**config.mk**
```make
export PLATFORM = sky130hd
export DESIGN_NAME = vga_scan_out
export DESIGN_NICKNAME = d
export VERILOG_FILES = /design/src/rtl/vga_scan_out.sv
export SDC_FILE = /design/constraint.sdc
export NUM_CORES = 1
export LEC_CHECK = 0
export ABC_AREA = 1
export BUFFER_PORTS_ARGS = -buffer_cell sky130_fd_sc_hd__buf_4
export CAP_MARGIN = 5
export CORE_UTILIZATION = 55
export CTS_BUF_LIST = sky130_fd_sc_hd__clkbuf_4
export CTS_CLUSTER_DIAMETER = 30
export DETAILED_ROUTE_END_ITERATION = 16
export GPL_TIMING_DRIVEN = 0
export PLACE_DENSITY = 0.9
export REMOVE_ABC_BUFFERS = 1
export SYNTH_ARGS = -nofsm -noshare
export SYNTH_HDL_FRONTEND = slang
export SYNTH_SLANG_ARGS = --single-unit
```
**constraint.sdc**
```tcl
create_clock -name CLK_IN -period 1.55 [get_ports CLK_IN]
set_input_delay 0 -clock CLK_IN [delete_from_list [all_inputs] [get_ports CLK_IN]]
set_output_delay 0 -clock CLK_IN [all_outputs]
set_load 0.01 [all_outputs]
```
**src/rtl/vga_scan_out.sv**
```systemverilog
// VGA raster scan-out: clock divider, h/v counters driving pixel coordinates,
// and a one-pixel-delayed stage producing RGB332 DAC drive, syncs and a frame strobe.
module vga_scan_out #(
  parameter int H_ACTIVE = 640,
  parameter int H_FP     = 16,
  parameter int H_SYNC   = 96,
  parameter int H_BP     = 48,
  parameter int V_ACTIVE = 480,
  parameter int V_FP     = 10,
  parameter int V_SYNC   = 2,
  parameter int V_BP     = 33,
  parameter int CLK_DIV  = 2
) (
  input  logic       CLK_IN,
  input  logic       RST_IN,
  input  logic [7:0] memRGB,
  output logic [9:0] x,
  output logic [9:0] y,
  output logic       FRAME_CLOCK,
  output logic       HSYNC,
  output logic       VSYNC,
  output logic [2:0] RED,
  output logic [2:0] GREEN,
  output logic [1:0] BLUE
);

  localparam int HT    = H_ACTIVE + H_FP + H_SYNC + H_BP;
  localparam int VT    = V_ACTIVE + V_FP + V_SYNC + V_BP;
  localparam int DIV_W = (CLK_DIV > 1) ? $clog2(CLK_DIV) : 1;

  localparam logic [DIV_W-1:0] DIV_LAST = DIV_W'(CLK_DIV - 1);
  localparam logic [9:0] H_LAST   = 10'(HT - 1);
  localparam logic [9:0] V_LAST   = 10'(VT - 1);
  localparam logic [9:0] H_VIS    = 10'(H_ACTIVE);
  localparam logic [9:0] V_VIS    = 10'(V_ACTIVE);
  localparam logic [9:0] HS_FIRST = 10'(H_ACTIVE + H_FP);
  localparam logic [9:0] HS_LAST  = 10'(H_ACTIVE + H_FP + H_SYNC - 1);
  localparam logic [9:0] VS_FIRST = 10'(V_ACTIVE + V_FP);
  localparam logic [9:0] VS_LAST  = 10'(V_ACTIVE + V_FP + V_SYNC - 1);

  logic [DIV_W-1:0] div_q, div_d;
  logic             pix_en;
  logic [9:0]       hcount_q, hcount_d;
  logic [9:0]       vcount_q, vcount_d;
  logic [7:0]       rgb_q, rgb_d;
  logic             hsync_q, hsync_d;
  logic             vsync_q, vsync_d;
  logic             frame_q, frame_d;
  logic             visible;

  // With CLK_DIV=1 the divider is a constant zero, so pix_en is held high.
  assign pix_en  = (div_q == DIV_LAST);
  assign visible = (hcount_q < H_VIS) && (vcount_q < V_VIS);

  always_comb begin
    // NOTE: every signal gets its hold value first so no path can infer a latch.
    div_d    = div_q;
    hcount_d = hcount_q;
    vcount_d = vcount_q;
    rgb_d    = rgb_q;
    hsync_d  = hsync_q;
    vsync_d  = vsync_q;
    frame_d  = frame_q;

    if (pix_en) begin
      div_d = '0;
      if (hcount_q == H_LAST) begin
        hcount_d = '0;
        vcount_d = (vcount_q == V_LAST) ? 10'd0 : vcount_q + 10'd1;
      end else begin
        hcount_d = hcount_q + 10'd1;
      end

      // Stage 2 works on the coordinates currently presented, so it lags x,y by one pixel.
      rgb_d   = visible ? memRGB : 8'h00;
      hsync_d = !((hcount_q >= HS_FIRST) && (hcount_q <= HS_LAST));
      vsync_d = !((vcount_q >= VS_FIRST) && (vcount_q <= VS_LAST));
      frame_d = (hcount_q == 10'd0) && (vcount_q == V_VIS);
    end else begin
      div_d = div_q + 1'b1;
    end
  end

  always_ff @(posedge CLK_IN or posedge RST_IN) begin
    if (RST_IN) begin
      div_q    <= '0;
      hcount_q <= '0;
      vcount_q <= '0;
      rgb_q    <= '0;
      hsync_q  <= 1'b1;
      vsync_q  <= 1'b1;
      frame_q  <= 1'b0;
    end else begin
      // NOTE: non-blocking so every register samples the pre-edge values of the others.
      div_q    <= div_d;
      hcount_q <= hcount_d;
      vcount_q <= vcount_d;
      rgb_q    <= rgb_d;
      hsync_q  <= hsync_d;
      vsync_q  <= vsync_d;
      frame_q  <= frame_d;
    end
  end

  assign x           = hcount_q;
  assign y           = vcount_q;
  assign RED         = rgb_q[7:5];
  assign GREEN       = rgb_q[4:2];
  assign BLUE        = rgb_q[1:0];
  assign HSYNC       = hsync_q;
  assign VSYNC       = vsync_q;
  assign FRAME_CLOCK = frame_q;

endmodule
```
=== Word level (Yosys, flattened, before mapping) ===
Cells that the tools add are included.

* Output and inout bits: 31
* Input bits: 10
* Word-level logic and storage cells: 31
* Flip-flop bits (word level): 32

* Magnitude comparators: 6
* Reduce and logical (&&, ||, !) cells: 8
* Eq/ne operators: 3
* Multiplexer cells: 4
* Add/subtract/negate cells: 3

{| class="wikitable"
|+ Operators by type and width
! kind !! count
|-
| 10-bit by 1-bit adder with 10-bit output (second input constant) || 2
|-
| 10-bit equality test (second input constant) || 2
|-
| 10-bit two-way mux || 2
|-
| 10-bit by 9-bit equality test with 1-bit output (second input constant) || 1
|-
| 10-bit >= comparator (second input constant) || 1
|-
| 10-bit by 9-bit >= comparator with 1-bit output (second input constant) || 1
|-
| 10-bit <= comparator (second input constant) || 1
|-
| 10-bit by 9-bit <= comparator with 1-bit output (second input constant) || 1
|-
| 10-bit logical NOT || 1
|-
| 10-bit < comparator (second input constant) || 1
|-
| 10-bit by 9-bit < comparator with 1-bit output (second input constant) || 1
|-
| 8-bit two-way mux || 1
|-
| 1-bit logical AND || 4
|-
| 1-bit logical NOT || 2
|-
| 2-bit AND reduction || 1
|-
| 1-bit adder (second input constant) || 1
|-
| 1-bit two-way mux || 1
|}

=== Logic depth before layout (Yosys ltp) ===
Gate-level depths: netlist (run 1).

* Depth in word-level cells: 3
* Depth in mapped cells: 8

=== Least setup slack after synthesis (run 1) ===
OpenSTA, ideal clock, no wires.

* Path type: register -> register
* From: reg hcount_q[0] (netlist: x[0])
* To: reg vcount_q[5] (netlist: y[5])
* Data required time: 1,427 ps
* Setup slack: 176 ps
* Stages on the path, launching flop included: 8
* Path buffers: 1
* Library setup time: 123 ps
* Data arrival time: 1,251 ps
* Path through: dfrtp_1 -> ha_1 -> nand3_2 -> nor2_1 -> nand3_2 -> buf_2 -> nand2_1 -> o21ai_1

* Longest elaborated chain between the ends: 2

{| class="wikitable"
|+ Ends and longest elaborated chain
! what !! RTL line !! RTL
|-
| from (decl) || 43 || <nowiki>logic [9:0] hcount_q, hcount_d;</nowiki>
|-
| from (signal assigned) || 96 || <nowiki>hcount_q <= hcount_d;</nowiki>
|-
| 10-bit equality test || 67 || <nowiki>if (hcount_q == H_LAST) begin</nowiki>
|-
| 2-bit AND reduction (no line) || - ||
|-
| to (signal assigned) || 97 || <nowiki>vcount_q <= vcount_d;</nowiki>
|-
| to (decl) || 44 || <nowiki>logic [9:0] vcount_q, vcount_d;</nowiki>
|}

No other way between the ends.
A chain may end at the register's enable or synchronous reset.

=== Worst setup path after layout (run 1) ===
* From: reg hcount_q[1] (netlist: x[1])
* To: reg hcount_q[8] (netlist: x[8])

* Longest elaborated chain between the ends: 2
* Elaborated cells between the ends (all ways): 3
* Classes of those cells: add/sub: 1; eq/ne: 1; mux: 1

{| class="wikitable"
|+ Ends and longest elaborated chain
! what !! RTL line
|-
| 10-bit by 1-bit adder with 10-bit output / 10-bit equality test (equally long branches) || 71, 67
|-
| 10-bit two-way mux * || 67
|}

Every way passes the cells marked *; elsewhere a longest branch is shown, timed or not.

==> results of run 1 <==
## flip-flops by register name, indices dropped and copies added (netlist names)
register	flops
HSYNC	1
y	10
FRAME_CLOCK	1
VSYNC	1
div_q	1
x	10
rgb_q	8
## placed cells by master (no fill, tap or decap), drive strengths merged
cell	n
a21oi	4
a31oi	1
buf	47
bufinv	1
clkbuf	6
clkinv	1
dfrtp	30
dfstp	2
dlygate4sd3	9
ha	4
inv	28
nand2	56
nand3	20
nand3b	3
nand4	8
nor2	20
nor3	5
nor4	1
o21ai	20
o21bai	1
or2	1
xnor2	1
xor2	6
## power groups by stage
stage | registers [µW] | logic, µW | clock network, µW
2_1_floorplan | 872 | 20.6 | 0
3_3_place_gp | 867 | 63.6 | 0
3_5_place_dp | 868 | 65.1 | 0
4_1_cts | 852 | 82.9 | 647
5_1_grt | 854 | 102 | 701
6_report | 852 | 92.2 | 654
## metal layers
metal / up-vias / part of all wire [%]
met5: - / 0
met4: 0 / 3.6
met3: 17 / 7.3
met1: 830 / 39
li1: 819 / -
met2: 114 / 50
## worst register-to-register path, cell delays in order (launching register included)
cell,delay (ns)
dfrtp_1,0.42
ha_1,0.20
nand3_2,0.15
nor2_4,0.17
nand3_4,0.17
buf_12,0.18
o21ai_0,0.07
a21oi_1,0.06
## layout make-up
| class | instances | share of cell area, % |
|---|---|---|
| Sequential cell | 32 | 35.2 |
| Tap cell | 31 | 1.69 |
| Timing Repair Buffer | 56 | 20.7 |
| Multi-Input combinational cell | 151 | 34.2 |
| Clock buffer | 6 | 1.96 |
| Inverter | 28 | 4.79 |
| Clock inverter | 2 | 1.52 |
## what timing repair did
item / 4_1_cts / 5_1_grt
setup endpoints to repair: 18 / 20
gates resized for setup: 4 / 9
hold buffers: 9 / 0
setup buffers: 0 / 6
gates cloned: 0 / 0
hold endpoints to repair: 17 / 0
## how the worst max path moves through the flow
stage                   to  depth (start not counted)
2_1_floorplan         y[3]                          7
6_report              x[8]                          7
3_3_place_gp   FRAME_CLOCK                          4
5_1_grt        FRAME_CLOCK                          4
3_5_place_dp   FRAME_CLOCK                          4
4_1_cts               y[8]                          7
## kinds of logic after synthesis
logic type	count (synthesis)	share of synthesized area, %
adder cells (fa/ha/maj)	4	2.93
AO/OA/AOI/OAI	26	7.85
AND/OR/NAND/NOR	114	30.3
flip-flops	32	47.1
XOR/XNOR	7	3.60
buffers and inverters	34	8.22
## metrics by stage
step	power [µW]	setup TNS [ns]	std cells
floorplan	892	0	211
global placement	931	-1.38	282
detailed placement	933	-1.43	282
CTS	1580	0	299
global route	1660	-0.736	306
finish	1600	0	306
==> impl_results.html, run 1 <==
<table>
<tr><th>Metric</th><th>Value</th></tr>
<tr><th colspan="2">Layout</th></tr>
<tr><td>Diode count</td><td>0</td></tr>
<tr><td>Combined flip-flop and latch cell area</td><td>810 µm²</td></tr>
<tr><td>Nets</td><td>288</td></tr>
<tr><td>Finished Cell Area</td><td>about 0.0023 mm²</td></tr>
<tr><td>Fraction of final layout cells sized beyond drive strength 1</td><td>between 20% and 30%</td></tr>
<tr><td>Area added between synthesis and finish</td><td>34.9%</td></tr>
<tr><td>Utilization after layout</td><td>about four fifths</td></tr>
<tr><td>Number of inserted filler cells in the final layout</td><td>180</td></tr>
<tr><td>Multi-input gate area</td><td>787 µm²</td></tr>
<tr><th colspan="2">Synthesis</th></tr>
<tr><td>Share of async-settable or async-resettable flops after synthesis</td><td>100%</td></tr>
<tr><td>Synthesized area</td><td>0.00171 mm²</td></tr>
<tr><td>Synthesis warning total</td><td>0</td></tr>
<tr><td>Number of distinct library cells after synthesis</td><td>25</td></tr>
<tr><td>Synth area leaders</td><td>dfrtp_1 44%, nand2_1 12%, inv_1 5.5%</td></tr>
<tr><td>Most area-hungry cell type in the Yosys netlist</td><td>dfrtp_1</td></tr>
<tr><td>Top cell type's share of synthesized area</td><td>44.0%</td></tr>
<tr><td>Most used standard cell by instance count after synthesis</td><td>nand2_1</td></tr>
<tr><td>Register bit count reported by yosys</td><td>32</td></tr>
<tr><td>Post-synth top cells</td><td>56 x nand2_1, 30 x dfrtp_1, 25 x inv_1</td></tr>
<tr><td>Portion of the post-synthesis area used by sequential elements</td><td>about 47%</td></tr>
<tr><td>Primary FF master, synth</td><td>dfrtp_1</td></tr>
<tr><td>Post-Syn Instances</td><td>217</td></tr>
<tr><td>Count of flip-flops with a built-in enable after synthesis</td><td>0</td></tr>
<tr><td>Post-Synthesis Mean Instance Area</td><td>7.86 µm²</td></tr>
<tr><th colspan="2">Global route</th></tr>
<tr><td>Initial antenna violation count</td><td>0</td></tr>
<tr><td>GRT busiest layer</td><td>met2</td></tr>
<tr><td>M3 GR Usage</td><td>about 6.9%</td></tr>
<tr><td>Met2 Track Usage GR</td><td>around half</td></tr>
<tr><td>Met1 capacity usage during global routing</td><td>35.5%</td></tr>
<tr><td>Overall track demand over capacity in global routing</td><td>28.8%</td></tr>
<tr><td>Largest net degree at the start of global routing</td><td>33</td></tr>
<tr><td>Overflow left after global routing</td><td>0</td></tr>
<tr><td>Vias in the first global route</td><td>1580</td></tr>
<tr><td>Global-route wire length before repair</td><td>7080 µm</td></tr>
<tr><th colspan="2">Flow run</th></tr>
<tr><td>Max-cap check violation count</td><td>0</td></tr>
<tr><th colspan="2">Detailed routing</th></tr>
<tr><td>Total iterations of the first detailed-routing run</td><td>11</td></tr>
<tr><td>Post-DR wirelength/cell</td><td>15.3 µm</td></tr>
<tr><td>Vias post-DR</td><td>~1800</td></tr>
<tr><td>Number of vias per cell after detailed routing</td><td>5.82</td></tr>
<tr><td>Remaining DRCs</td><td>2</td></tr>
<tr><td>Total wirelength of the detailed-routed design</td><td>4690 µm</td></tr>
<tr><td>Detailed Route Iter0 Violations</td><td>roughly 130</td></tr>
<tr><td>Number of nets with antenna violations after routing</td><td>0</td></tr>
<tr><th colspan="2">Power and ir drop</th></tr>
<tr><td>Maximum VDD drop</td><td>728 µV</td></tr>
<tr><td>Power share of the sequential group</td><td>~53%</td></tr>
<tr><td>Internal</td><td>1250 µW</td></tr>
<tr><td>Switching Fraction</td><td>21.5%</td></tr>
<tr><td>Leak pwr</td><td>0.00116 µW</td></tr>
<tr><td>Total power per unit cell area</td><td>around 690 mW/mm²</td></tr>
<tr><td>Clock share of power</td><td>40.9%</td></tr>
<tr><td>Logic gate share of total power</td><td>a little under 6%</td></tr>
<tr><td>Net switching power</td><td>344 µW</td></tr>
<tr><th colspan="2">STA</th></tr>
<tr><td>Worst Max-Slew Pin Slew</td><td>0.669 ns</td></tr>
<tr><td>Final Skew</td><td>~0.021 ns</td></tr>
<tr><td>Period utilisation layout</td><td>98.5%</td></tr>
<tr><td>Fmax</td><td>0.655 GHz</td></tr>
<tr><td>Final count of negative-setup-slack endpoints</td><td>0</td></tr>
<tr><td>Hold Slack</td><td>0.293 ns</td></tr>
<tr><td>Final period demand of the worst path</td><td>approximately 1.5 ns</td></tr>
<tr><td>Slew headroom</td><td>55.3%</td></tr>
<tr><td>Hold violation count in the final report</td><td>0</td></tr>
<tr><td>Number of slew-limit violations in the final report</td><td>0</td></tr>
<tr><td>Final WS setup</td><td>between 0.02 and 0.025 ns</td></tr>
<tr><th colspan="2">Placed design</th></tr>
<tr><td>Sum of net half-perimeters after detailed placement</td><td>about 2700 µm</td></tr>
<tr><td>Area after detailed placement</td><td>0.00201 mm²</td></tr>
<tr><td>I/O Buffers</td><td>40</td></tr>
<tr><td>Place WS</td><td>-0.171 ns</td></tr>
<tr><td>Gp weighted congestion</td><td>0.855</td></tr>
<tr><th colspan="2">Clocking</th></tr>
<tr><td>Level count of the clock H-tree</td><td>2</td></tr>
<tr><td>Worst skew pair latency</td><td>0.35 ns</td></tr>
<tr><td>Number of buffers inserted during clock tree synthesis</td><td>5</td></tr>
<tr><td>Clock root buffer</td><td>clkbuf_4</td></tr>
<tr><td>CTS tree</td><td>done</td></tr>
<tr><td>Number of buffers on the longest clock path</td><td>2</td></tr>
<tr><td>Clock sinks</td><td>32</td></tr>
<tr><td>Clock slew seen by the registers of the worst setup and hold paths</td><td>around 0.11 ns</td></tr>
<tr><th colspan="2">Floorplan</th></tr>
<tr><td>Chip height</td><td>57.7 µm</td></tr>
<tr><td>Die area</td><td>roughly 0.0033 mm²</td></tr>
<tr><td>Total number of placement rows</td><td>19</td></tr>
<tr><td>Die width</td><td>57.7 µm</td></tr>
<tr><td>Effective utilization at floorplan</td><td>59.8%</td></tr>
<tr><td>Std-Cell Core Area</td><td>0.00285 mm²</td></tr>
<tr><td>Count of pins on the block boundary</td><td>41</td></tr>
<tr><th colspan="2">Setup path</th></tr>
<tr><td>Cell chain of the critical path</td><td>ha_1 -&gt; nand3_2 -&gt; nor2_4 -&gt; nand3_4 -&gt; buf_12 -&gt; o21ai_0 -&gt; a21oi_1</td></tr>
<tr><td>Max FO, Critical Path</td><td>7</td></tr>
<tr><td>Worst reg-to-reg setup slack</td><td>0.02 ns</td></tr>
<tr><td>Max stage delay cell, worst path</td><td>dfrtp_1</td></tr>
<tr><td>CP delay by family, top</td><td>simple AND/OR/NAND/NOR gates</td></tr>
<tr><td>FF-to-FF path depth</td><td>7</td></tr>
<tr><td>Startpoint Class</td><td>register</td></tr>
<tr><td>Reg-to-reg critical path endpoint</td><td>x[8]</td></tr>
<tr><td>Worst endpoint data arrival time</td><td>roughly 1.8 ns</td></tr>
<tr><td>Endpoint class of the critical path</td><td>register</td></tr>
<tr><td>Worst Setup SP</td><td>x[1]</td></tr>
<tr><td>R2R Path Start</td><td>x[1]</td></tr>
<tr><td>Type of the worst setup path</td><td>reg2reg</td></tr>
<tr><td>CP peak stage delay</td><td>0.42 ns</td></tr>
<tr><td>Required time of the critical path</td><td>1.78 ns</td></tr>
<tr><td>CP Buf/Inv Count</td><td>1</td></tr>
<tr><th colspan="2">Min path</th></tr>
<tr><td>Hold WC Path Type</td><td>in2async</td></tr>
<tr><th colspan="2">Run status</th></tr>
<tr><td>Result of the run</td><td>finished, violations left</td></tr>
<tr><td>Failing checks</td><td>DRC</td></tr>
</table>
Note: power is estimated with default switching activity, not from simulation.
==> run 2, diff against run 1 <==
==> constraint.sdc (replaced) <==
create_clock -name CLK_IN -period 1.55 [get_ports CLK_IN]
set_input_delay 0.31 -clock CLK_IN [delete_from_list [all_inputs] [get_ports CLK_IN]]
set_output_delay 0.31 -clock CLK_IN [all_outputs]
set_load 0.01 [all_outputs]
==> run 2 against run 1 <==
Compared with the run above: the flow still finishes with violations (DRC); critical path depth stayed put; non-clock buffer count is 7 lower; final area is 2.7% lower; critical endpoint unchanged; largest cell class unchanged; largest power group unchanged.
==> impl_results.html, run 2 (synthesis gave the netlist of run 1 again) <==
<table>
<tr><th>Metric</th><th>Value</th></tr>
<tr><th colspan="2">Run status</th></tr>
<tr><td>Result of the run</td><td>finished, violations left</td></tr>
<tr><td>Failing checks</td><td>DRC</td></tr>
<tr><th colspan="2">Min path</th></tr>
<tr><td>Hold WC Path Type</td><td>in2async</td></tr>
<tr><th colspan="2">Setup path</th></tr>
<tr><td>Dominant cell type by count on the critical path</td><td>nand3_4</td></tr>
<tr><td>R2R Path Start</td><td>x[1]</td></tr>
<tr><td>Worst reg-to-reg setup slack</td><td>0.02 ns (about the same)</td></tr>
<tr><td>Endpoint class of the critical path</td><td>register</td></tr>
<tr><td>Required time of the critical path</td><td>1.78 ns (about the same)</td></tr>
<tr><td>Type of the worst setup path</td><td>reg2reg</td></tr>
<tr><td>Max FO, Critical Path</td><td>7 (unchanged)</td></tr>
<tr><td>Max stage delay cell, worst path</td><td>dfrtp_1</td></tr>
<tr><td>Worst endpoint data arrival time</td><td>1.76 ns (about the same)</td></tr>
<tr><td>CP delay by family, top</td><td>simple AND/OR/NAND/NOR gates</td></tr>
<tr><td>CP Buf/Inv Count</td><td>1 (unchanged)</td></tr>
<tr><td>CP peak stage delay</td><td>0.42 ns (about the same)</td></tr>
<tr><td>Number of stages on the worst setup path</td><td>7 (unchanged)</td></tr>
<tr><td>Cell chain of the critical path</td><td>ha_2 -&gt; nand3_4 -&gt; nor2_4 -&gt; nand3_4 -&gt; buf_12 -&gt; o21ai_0 -&gt; a21oi_1</td></tr>
<tr><td>Startpoint Class</td><td>register</td></tr>
<tr><td>Reg-to-reg critical path endpoint</td><td>x[8]</td></tr>
<tr><td>FF-to-FF path depth</td><td>7 (unchanged)</td></tr>
<tr><th colspan="2">Floorplan</th></tr>
<tr><td>Std-Cell Core Area</td><td>0.00285 mm² (unchanged)</td></tr>
<tr><td>Total number of placement rows</td><td>19 (unchanged)</td></tr>
<tr><td>Chip height</td><td>57.7 µm (unchanged)</td></tr>
<tr><td>Die area</td><td>0.00333 mm² (unchanged)</td></tr>
<tr><td>Effective utilization at floorplan</td><td>59.8% (unchanged)</td></tr>
<tr><td>Die width</td><td>57.7 µm (unchanged)</td></tr>
<tr><td>Count of pins on the block boundary</td><td>41 (unchanged)</td></tr>
<tr><th colspan="2">Placed design</th></tr>
<tr><td>Gp weighted congestion</td><td>0.855 (unchanged)</td></tr>
<tr><td>Area after detailed placement</td><td>0.00201 mm² (unchanged)</td></tr>
<tr><td>Place WS</td><td>-0.171 ns (unchanged)</td></tr>
<tr><td>Sum of net half-perimeters after detailed placement</td><td>2680 µm (unchanged)</td></tr>
<tr><td>I/O Buffers</td><td>40 (unchanged)</td></tr>
<tr><th colspan="2">Layout</th></tr>
<tr><td>Most common cell after layout, fill and taps aside</td><td>nand2_1</td></tr>
<tr><td>Fraction of final layout cells sized beyond drive strength 1</td><td>28.0% (+2.2 points)</td></tr>
<tr><td>Number of inserted filler cells in the final layout</td><td>193 (+7.2%)</td></tr>
<tr><td>Nets</td><td>281 (-2.4%)</td></tr>
<tr><td>Area added between synthesis and finish</td><td>31.3%</td></tr>
<tr><td>Most frequent cells in the layout</td><td>56 x nand2_1, 47 x buf_4, 27 x dfrtp_1, 24 x inv_1</td></tr>
<tr><td>Diode count</td><td>0 (unchanged)</td></tr>
<tr><td>Finished Cell Area</td><td>0.00224 mm² (-2.7%)</td></tr>
<tr><th colspan="2">Power and ir drop</th></tr>
<tr><td>Maximum VDD drop</td><td>630 µV (-13%)</td></tr>
<tr><td>Leak pwr</td><td>0.00112 µW (-3.6%)</td></tr>
<tr><td>Total power per unit cell area</td><td>702 mW/mm² (+0.97%)</td></tr>
<tr><th colspan="2">Flow run</th></tr>
<tr><td>Max-cap check violation count</td><td>0 (unchanged)</td></tr>
<tr><th colspan="2">Clocking</th></tr>
<tr><td>Number of hold-repair buffers added at the cts stage</td><td>0 (-9)</td></tr>
<tr><td>CTS tree</td><td>done</td></tr>
<tr><td>Clock root buffer</td><td>clkbuf_4</td></tr>
<tr><td>Clock slew seen by the registers of the worst setup and hold paths</td><td>0.11 ns (about the same)</td></tr>
<tr><td>Level count of the clock H-tree</td><td>2 (unchanged)</td></tr>
<tr><td>Number of buffers on the longest clock path</td><td>2 (unchanged)</td></tr>
<tr><td>Worst skew pair latency</td><td>0.34 ns (about the same)</td></tr>
<tr><td>Clock sinks</td><td>32 (unchanged)</td></tr>
<tr><td>Number of buffers inserted during clock tree synthesis</td><td>5 (unchanged)</td></tr>
<tr><th colspan="2">Detailed routing</th></tr>
<tr><td>Detailed Route Iter0 Violations</td><td>100 (-24%)</td></tr>
<tr><td>Total wirelength of the detailed-routed design</td><td>4190 µm (-11%)</td></tr>
<tr><td>Number of nets with antenna violations after routing</td><td>0 (unchanged)</td></tr>
<tr><td>Number of vias per cell after detailed routing</td><td>5.64 (-3.1%)</td></tr>
<tr><td>Post-DR wirelength/cell</td><td>14.0 µm (-8.5%)</td></tr>
<tr><td>Remaining DRCs</td><td>2 (unchanged)</td></tr>
<tr><td>Vias post-DR</td><td>1686 (-5.3%)</td></tr>
<tr><td>Total iterations of the first detailed-routing run</td><td>10 (-1)</td></tr>
<tr><th colspan="2">STA</th></tr>
<tr><td>Worst Max-Slew Pin Slew</td><td>0.667 ns (-0.00268 ns)</td></tr>
<tr><td>Fmax</td><td>0.655 GHz (about the same)</td></tr>
<tr><td>Slew headroom</td><td>55.5% (+0.18 points)</td></tr>
<tr><td>Hold violation count in the final report</td><td>0 (unchanged)</td></tr>
<tr><td>Period utilisation layout</td><td>98.5% (about the same)</td></tr>
<tr><td>Final count of negative-setup-slack endpoints</td><td>0 (unchanged)</td></tr>
<tr><td>Number of slew-limit violations in the final report</td><td>0 (unchanged)</td></tr>
<tr><td>Final WS setup</td><td>0.0239 ns (+0.000364 ns)</td></tr>
<tr><td>Final Skew</td><td>0.0139 ns (-0.00694 ns)</td></tr>
<tr><td>Final period demand of the worst path</td><td>1.53 ns (-0.000364 ns)</td></tr>
<tr><th colspan="2">Global route</th></tr>
<tr><td>Overflow left after global routing</td><td>0 (unchanged)</td></tr>
<tr><td>Largest net degree at the start of global routing</td><td>33 (unchanged)</td></tr>
<tr><td>Initial antenna violation count</td><td>0 (unchanged)</td></tr>
<tr><td>Vias in the first global route</td><td>1519 (-3.9%)</td></tr>
<tr><td>Overall track demand over capacity in global routing</td><td>26.9% (-1.9 points)</td></tr>
<tr><td>Global-route wire length before repair</td><td>6690 µm (-5.6%)</td></tr>
</table>
-- run 2: cell types whose count changed in the layout (fill, tap and decap cells not counted), sizes merged --
cell / before / now
clkinvlp: 0 / 1
inv: 28 / 27
buf: 47 / 49
dlygate4sd3: 9 / 0
-- run 2: how the worst max path moves through the flow --
stage	start	end	slack (ns)
final	x[1]	x[8]	0.02
after global placement	div_q	FRAME_CLOCK	-0.21
after CTS	x[0]	y[8]	0.007
after floorplan	x[0]	y[3]	0.07
after detailed placement	div_q	FRAME_CLOCK	-0.17
after global routing	x[1]	y[4]	-0.07
-- run 2: repair_timing --
item                       4_1_cts  5_1_grt
buffers inserted                 0        8
resized for setup                4       12
pin swaps                        0        1
gates cloned                     0        0
setup endpoints to repair       18       18
-- run 2: layout make-up --
class,instances,area [µm²],share of cell area (%)
timing repair buffer,49,400,17.9
inverter,28,114,5.08
sequential,32,810,36.1
clock buffer,6,45.0,2.01
clock inverter,2,35.0,1.56
multi-input combinational,151,797,35.6
tap,31,38.8,1.73
-- run 2: layer usage --
layer	vias to the layer above	global-route usage (%)	share of wire, %
li1	803	-	-
met1	805	33.6	43
met2	66	45.2	50
met3	12	6.70	5.2
met4	0	10.9	2.6
met5	-	0	0
-- run 2: power by group --
group / switching [µW] / internal (µW) / total (µW)
sequential: 6.66 / 845 / 852
clock: 291 / 356 / 647
combinational: 33.5 / 38.9 / 72.4
total: 332 / 1240 / 1570
-- run 2: metrics by stage --
step                      instances  utilization (%)  setup TNS [ns]  total power, µW  hold slack (ns)
final                           299             78.5               0             1570           0.0542
after global placement          282             70.4           -1.38              931            0.469
after detailed placement        282             70.4           -1.43              933            0.475
after global routing            299             78.5          -0.538             1630           0.0747
after CTS                       290             73.7               0             1560            0.226
after floorplan                 211                -               0              892            0.425
==> run 3, diff against run 2 <==
--- a/config.mk
+++ b/config.mk
@@ -8,6 +8,7 @@
 export ABC_AREA = 1
 export BUFFER_PORTS_ARGS = -buffer_cell sky130_fd_sc_hd__buf_4
 export CAP_MARGIN = 5
+export CORE_MARGIN = 5
 export CORE_UTILIZATION = 55
 export CTS_BUF_LIST = sky130_fd_sc_hd__clkbuf_4
 export CTS_CLUSTER_DIAMETER = 30
==> run 3 against run 2 <==
Compared with the run above: the run now ends clean; sequential power barely moved; register-to-register slack improved by 0.03 ns; sequential cell count did not move; sequential share of layout area rose by 0.43 points; final area fell by 1.3%; utilization fell by 4.9 points; first-iteration DRC count fell by 2.0%; critical path depth did not move; via count fell by 2.1%.
==> impl_results.html, run 3 (synthesis gave the netlist of run 1 again) <==
<table>
<tr><th>Metric</th><th>Value</th></tr>
<tr><th colspan="2">Setup path</th></tr>
<tr><td>Required time of the critical path</td><td>1.80 ns (+0.02 ns)</td></tr>
<tr><td>Max FO, Critical Path</td><td>10 (+3)</td></tr>
<tr><td>Worst endpoint data arrival time</td><td>1.75 ns (about the same)</td></tr>
<tr><td>Startpoint Class</td><td>register</td></tr>
<tr><td>Type of the worst setup path</td><td>reg2reg</td></tr>
<tr><td>Endpoint class of the critical path</td><td>register</td></tr>
<tr><th colspan="2">Run status</th></tr>
<tr><td>Result of the run</td><td>complete, no violations</td></tr>
<tr><th colspan="2">Layout</th></tr>
<tr><td>Fraction of final layout cells sized beyond drive strength 1</td><td>26.9% (-1.0 points)</td></tr>
<tr><td>Most frequent cells in the layout</td><td>56 x nand2_1, 49 x buf_4, 28 x dfrtp_1, 23 x inv_1, 18 x nor2_1</td></tr>
<tr><td>Diode count</td><td>0 (unchanged)</td></tr>
<tr><td>Number of inserted filler cells in the final layout</td><td>247 (+28%)</td></tr>
<tr><td>Finished Cell Area</td><td>0.00221 mm² (-1.3%)</td></tr>
<tr><td>Most common cell after layout, fill and taps aside</td><td>nand2_1</td></tr>
<tr><td>Nets</td><td>284 (+1.1%)</td></tr>
<tr><td>Area added between synthesis and finish</td><td>29.6%</td></tr>
<tr><th colspan="2">Detailed routing</th></tr>
<tr><td>Vias post-DR</td><td>1651 (-2.1%)</td></tr>
<tr><td>Detailed Route Iter0 Violations</td><td>98 (-2.0%)</td></tr>
<tr><td>Number of vias per cell after detailed routing</td><td>5.43 (-3.7%)</td></tr>
<tr><td>Number of nets with antenna violations after routing</td><td>0 (unchanged)</td></tr>
<tr><td>Total wirelength of the detailed-routed design</td><td>4230 µm (+0.88%)</td></tr>
<tr><td>Post-DR wirelength/cell</td><td>13.9 µm (-0.78%)</td></tr>
<tr><td>Remaining DRCs</td><td>0 (-2)</td></tr>
<tr><td>Total iterations of the first detailed-routing run</td><td>7 (-3)</td></tr>
<tr><th colspan="2">STA</th></tr>
<tr><td>Final Skew</td><td>0.00854 ns (-0.00540 ns)</td></tr>
<tr><td>Fmax</td><td>0.667 GHz (+1.8%)</td></tr>
<tr><td>Hold Slack</td><td>0.230 ns (+0.176 ns)</td></tr>
<tr><td>Final period demand of the worst path</td><td>1.50 ns (-0.0277 ns)</td></tr>
<tr><td>Slew headroom</td><td>76.0% (+20 points)</td></tr>
<tr><td>Final WS setup</td><td>0.0515 ns (+0.0277 ns)</td></tr>
<tr><td>Worst Max-Slew Pin Slew</td><td>0.359 ns (-0.308 ns)</td></tr>
<tr><td>Period utilisation layout</td><td>96.7% (-1.8 points)</td></tr>
<tr><td>Hold violation count in the final report</td><td>0 (unchanged)</td></tr>
<tr><td>Final count of negative-setup-slack endpoints</td><td>0 (unchanged)</td></tr>
<tr><td>RSZ-0062 raised after global routing</td><td>yes</td></tr>
<tr><td>Number of slew-limit violations in the final report</td><td>0 (unchanged)</td></tr>
<tr><th colspan="2">Global route</th></tr>
<tr><td>Initial antenna violation count</td><td>0 (unchanged)</td></tr>
<tr><td>Met1 capacity usage during global routing</td><td>24.7% (-8.9 points)</td></tr>
<tr><td>Overall track demand over capacity in global routing</td><td>20.5% (-6.4 points)</td></tr>
<tr><td>Vias in the first global route</td><td>1522 (+0.20%)</td></tr>
<tr><td>Overflow left after global routing</td><td>0 (unchanged)</td></tr>
<tr><td>M3 GR Usage</td><td>5.98% (-0.71 points)</td></tr>
<tr><td>Met2 Track Usage GR</td><td>33.7% (-12 points)</td></tr>
<tr><td>Largest net degree at the start of global routing</td><td>33 (unchanged)</td></tr>
<tr><td>GRT busiest layer</td><td>met2</td></tr>
<tr><td>Global-route wire length before repair</td><td>6750 µm (+0.93%)</td></tr>
<tr><th colspan="2">Clocking</th></tr>
<tr><td>Clock sinks</td><td>32 (unchanged)</td></tr>
<tr><td>Worst skew pair latency</td><td>0.35 ns (about the same)</td></tr>
<tr><td>Number of buffers inserted during clock tree synthesis</td><td>5 (unchanged)</td></tr>
<tr><td>Level count of the clock H-tree</td><td>2 (unchanged)</td></tr>
<tr><td>Clock slew seen by the registers of the worst setup and hold paths</td><td>0.10 ns (about the same)</td></tr>
<tr><td>Clock root buffer</td><td>clkbuf_4</td></tr>
<tr><td>CTS tree</td><td>done</td></tr>
<tr><td>Number of buffers on the longest clock path</td><td>2 (unchanged)</td></tr>
<tr><th colspan="2">Power and ir drop</th></tr>
<tr><td>Total power per unit cell area</td><td>628 mW/mm² (-11%)</td></tr>
<tr><td>Leak pwr</td><td>0.00112 µW (-0.27%)</td></tr>
<tr><td>Internal</td><td>1050 µW (-15%)</td></tr>
<tr><td>Clock share of power</td><td>33.3% (-7.9 points)</td></tr>
<tr><td>Logic gate share of total power</td><td>5.4% (+0.8 points)</td></tr>
<tr><td>Maximum VDD drop</td><td>562 µV (-11%)</td></tr>
<tr><td>Switching Fraction</td><td>24.2% (+3.1 points)</td></tr>
<tr><td>Power share of the sequential group</td><td>61.3% (+7.1 points)</td></tr>
<tr><td>Net switching power</td><td>336 µW (+1.2%)</td></tr>
<tr><th colspan="2">Floorplan</th></tr>
<tr><td>Die area</td><td>0.00431 mm² (+30%)</td></tr>
<tr><td>Effective utilization at floorplan</td><td>56.8% (-3.0 points)</td></tr>
<tr><td>Die width</td><td>65.7 µm (+14%)</td></tr>
<tr><td>Chip height</td><td>65.7 µm (+14%)</td></tr>
<tr><td>Total number of placement rows</td><td>20 (+1)</td></tr>
<tr><td>Std-Cell Core Area</td><td>0.00300 mm² (+5.3%)</td></tr>
<tr><td>Count of pins on the block boundary</td><td>41 (unchanged)</td></tr>
<tr><th colspan="2">Placed design</th></tr>
<tr><td>Gp weighted congestion</td><td>0.880 (+2.8%)</td></tr>
<tr><td>Sum of net half-perimeters after detailed placement</td><td>2780 µm (+3.9%)</td></tr>
<tr><td>Area after detailed placement</td><td>0.00201 mm² (+0.12%)</td></tr>
<tr><td>I/O Buffers</td><td>40 (unchanged)</td></tr>
<tr><td>Place WS</td><td>-0.161 ns (+0.0104 ns)</td></tr>
<tr><th colspan="2">Min path</th></tr>
<tr><td>Hold WC Path Type</td><td>in2reg</td></tr>
<tr><th colspan="2">Flow run</th></tr>
<tr><td>Max-cap check violation count</td><td>0 (unchanged)</td></tr>
</table>
run 3: what timing repair did:
item	4_1_cts	5_1_grt
gates resized for setup	4	8
buffers inserted	1	8
setup endpoints to repair	13	13
cloned	0	1
hold buffers	0	1
endpoints found under the hold margin	0	7
run 3: cell type report:
class	instances	area, µm²	area share [%]
well taps	33	41.3	1.87
repair inverters	1	5.00	0.227
repair buffers	51	405	18.3
inverters	28	114	5.15
clock inverters	3	13.8	0.623
multi-input cells	151	785	35.5
flip-flops and latches	32	808	36.6
clock buffers	5	37.5	1.70
run 3: power by group through the flow:
stage	registers, µW	clock network (µW)	logic, µW
6_report	851	461	74.9
3_3_place_gp	867	0	64.3
2_1_floorplan	872	0	20.6
4_1_cts	851	468	66.0
5_1_grt	853	510	84.0
3_5_place_dp	867	0	66.1
run 3: worst paths after layout:
path / from / to / slack [ns] / cells after the start
worst min register to register: rgb_q[6] / rgb_q[6] / 0.49 / 2
worst max-delay path: x[1] / y[4] / 0.05 / 7
max in group asynchronous: RST_IN / HSYNC / 0.63 / 4
worst min-delay path: memRGB[1] / rgb_q[1] / 0.23 / 3
min in group asynchronous: RST_IN / y[5] / 0.43 / 3
worst max register to register: x[1] / y[4] / 0.05 / 7
run 3: metrics by stage:
step	std cells	TNS (ns)	power (µW)	utilization, %
finish	304	0	1390	73.6
global route	304	-0.449	1450	73.6
CTS	293	0	1390	69.4
detailed placement	284	-1.32	933	67.0
global placement	284	-1.37	931	67.0
floorplan	211	0	892	-
run 3: layer usage:
| layer | vias up | wire [µm] |
|---|---|---|
| met5 | - | 0 |
| met4 | 0 | 92 |
| met3 | 10 | 318 |
| met2 | 58 | 2060 |
| met1 | 775 | 1750 |
| li1 | 808 | - |
run 3: critical path, cell delays in order, from the launching register on:
cell and delay (ns):
dfrtp_1 0.41, ha_1 0.20, nand3_2 0.14, nor2_4 0.15, nand3_4 0.18, buf_4 0.20, nand2_1 0.05, o21ai_1 0.06
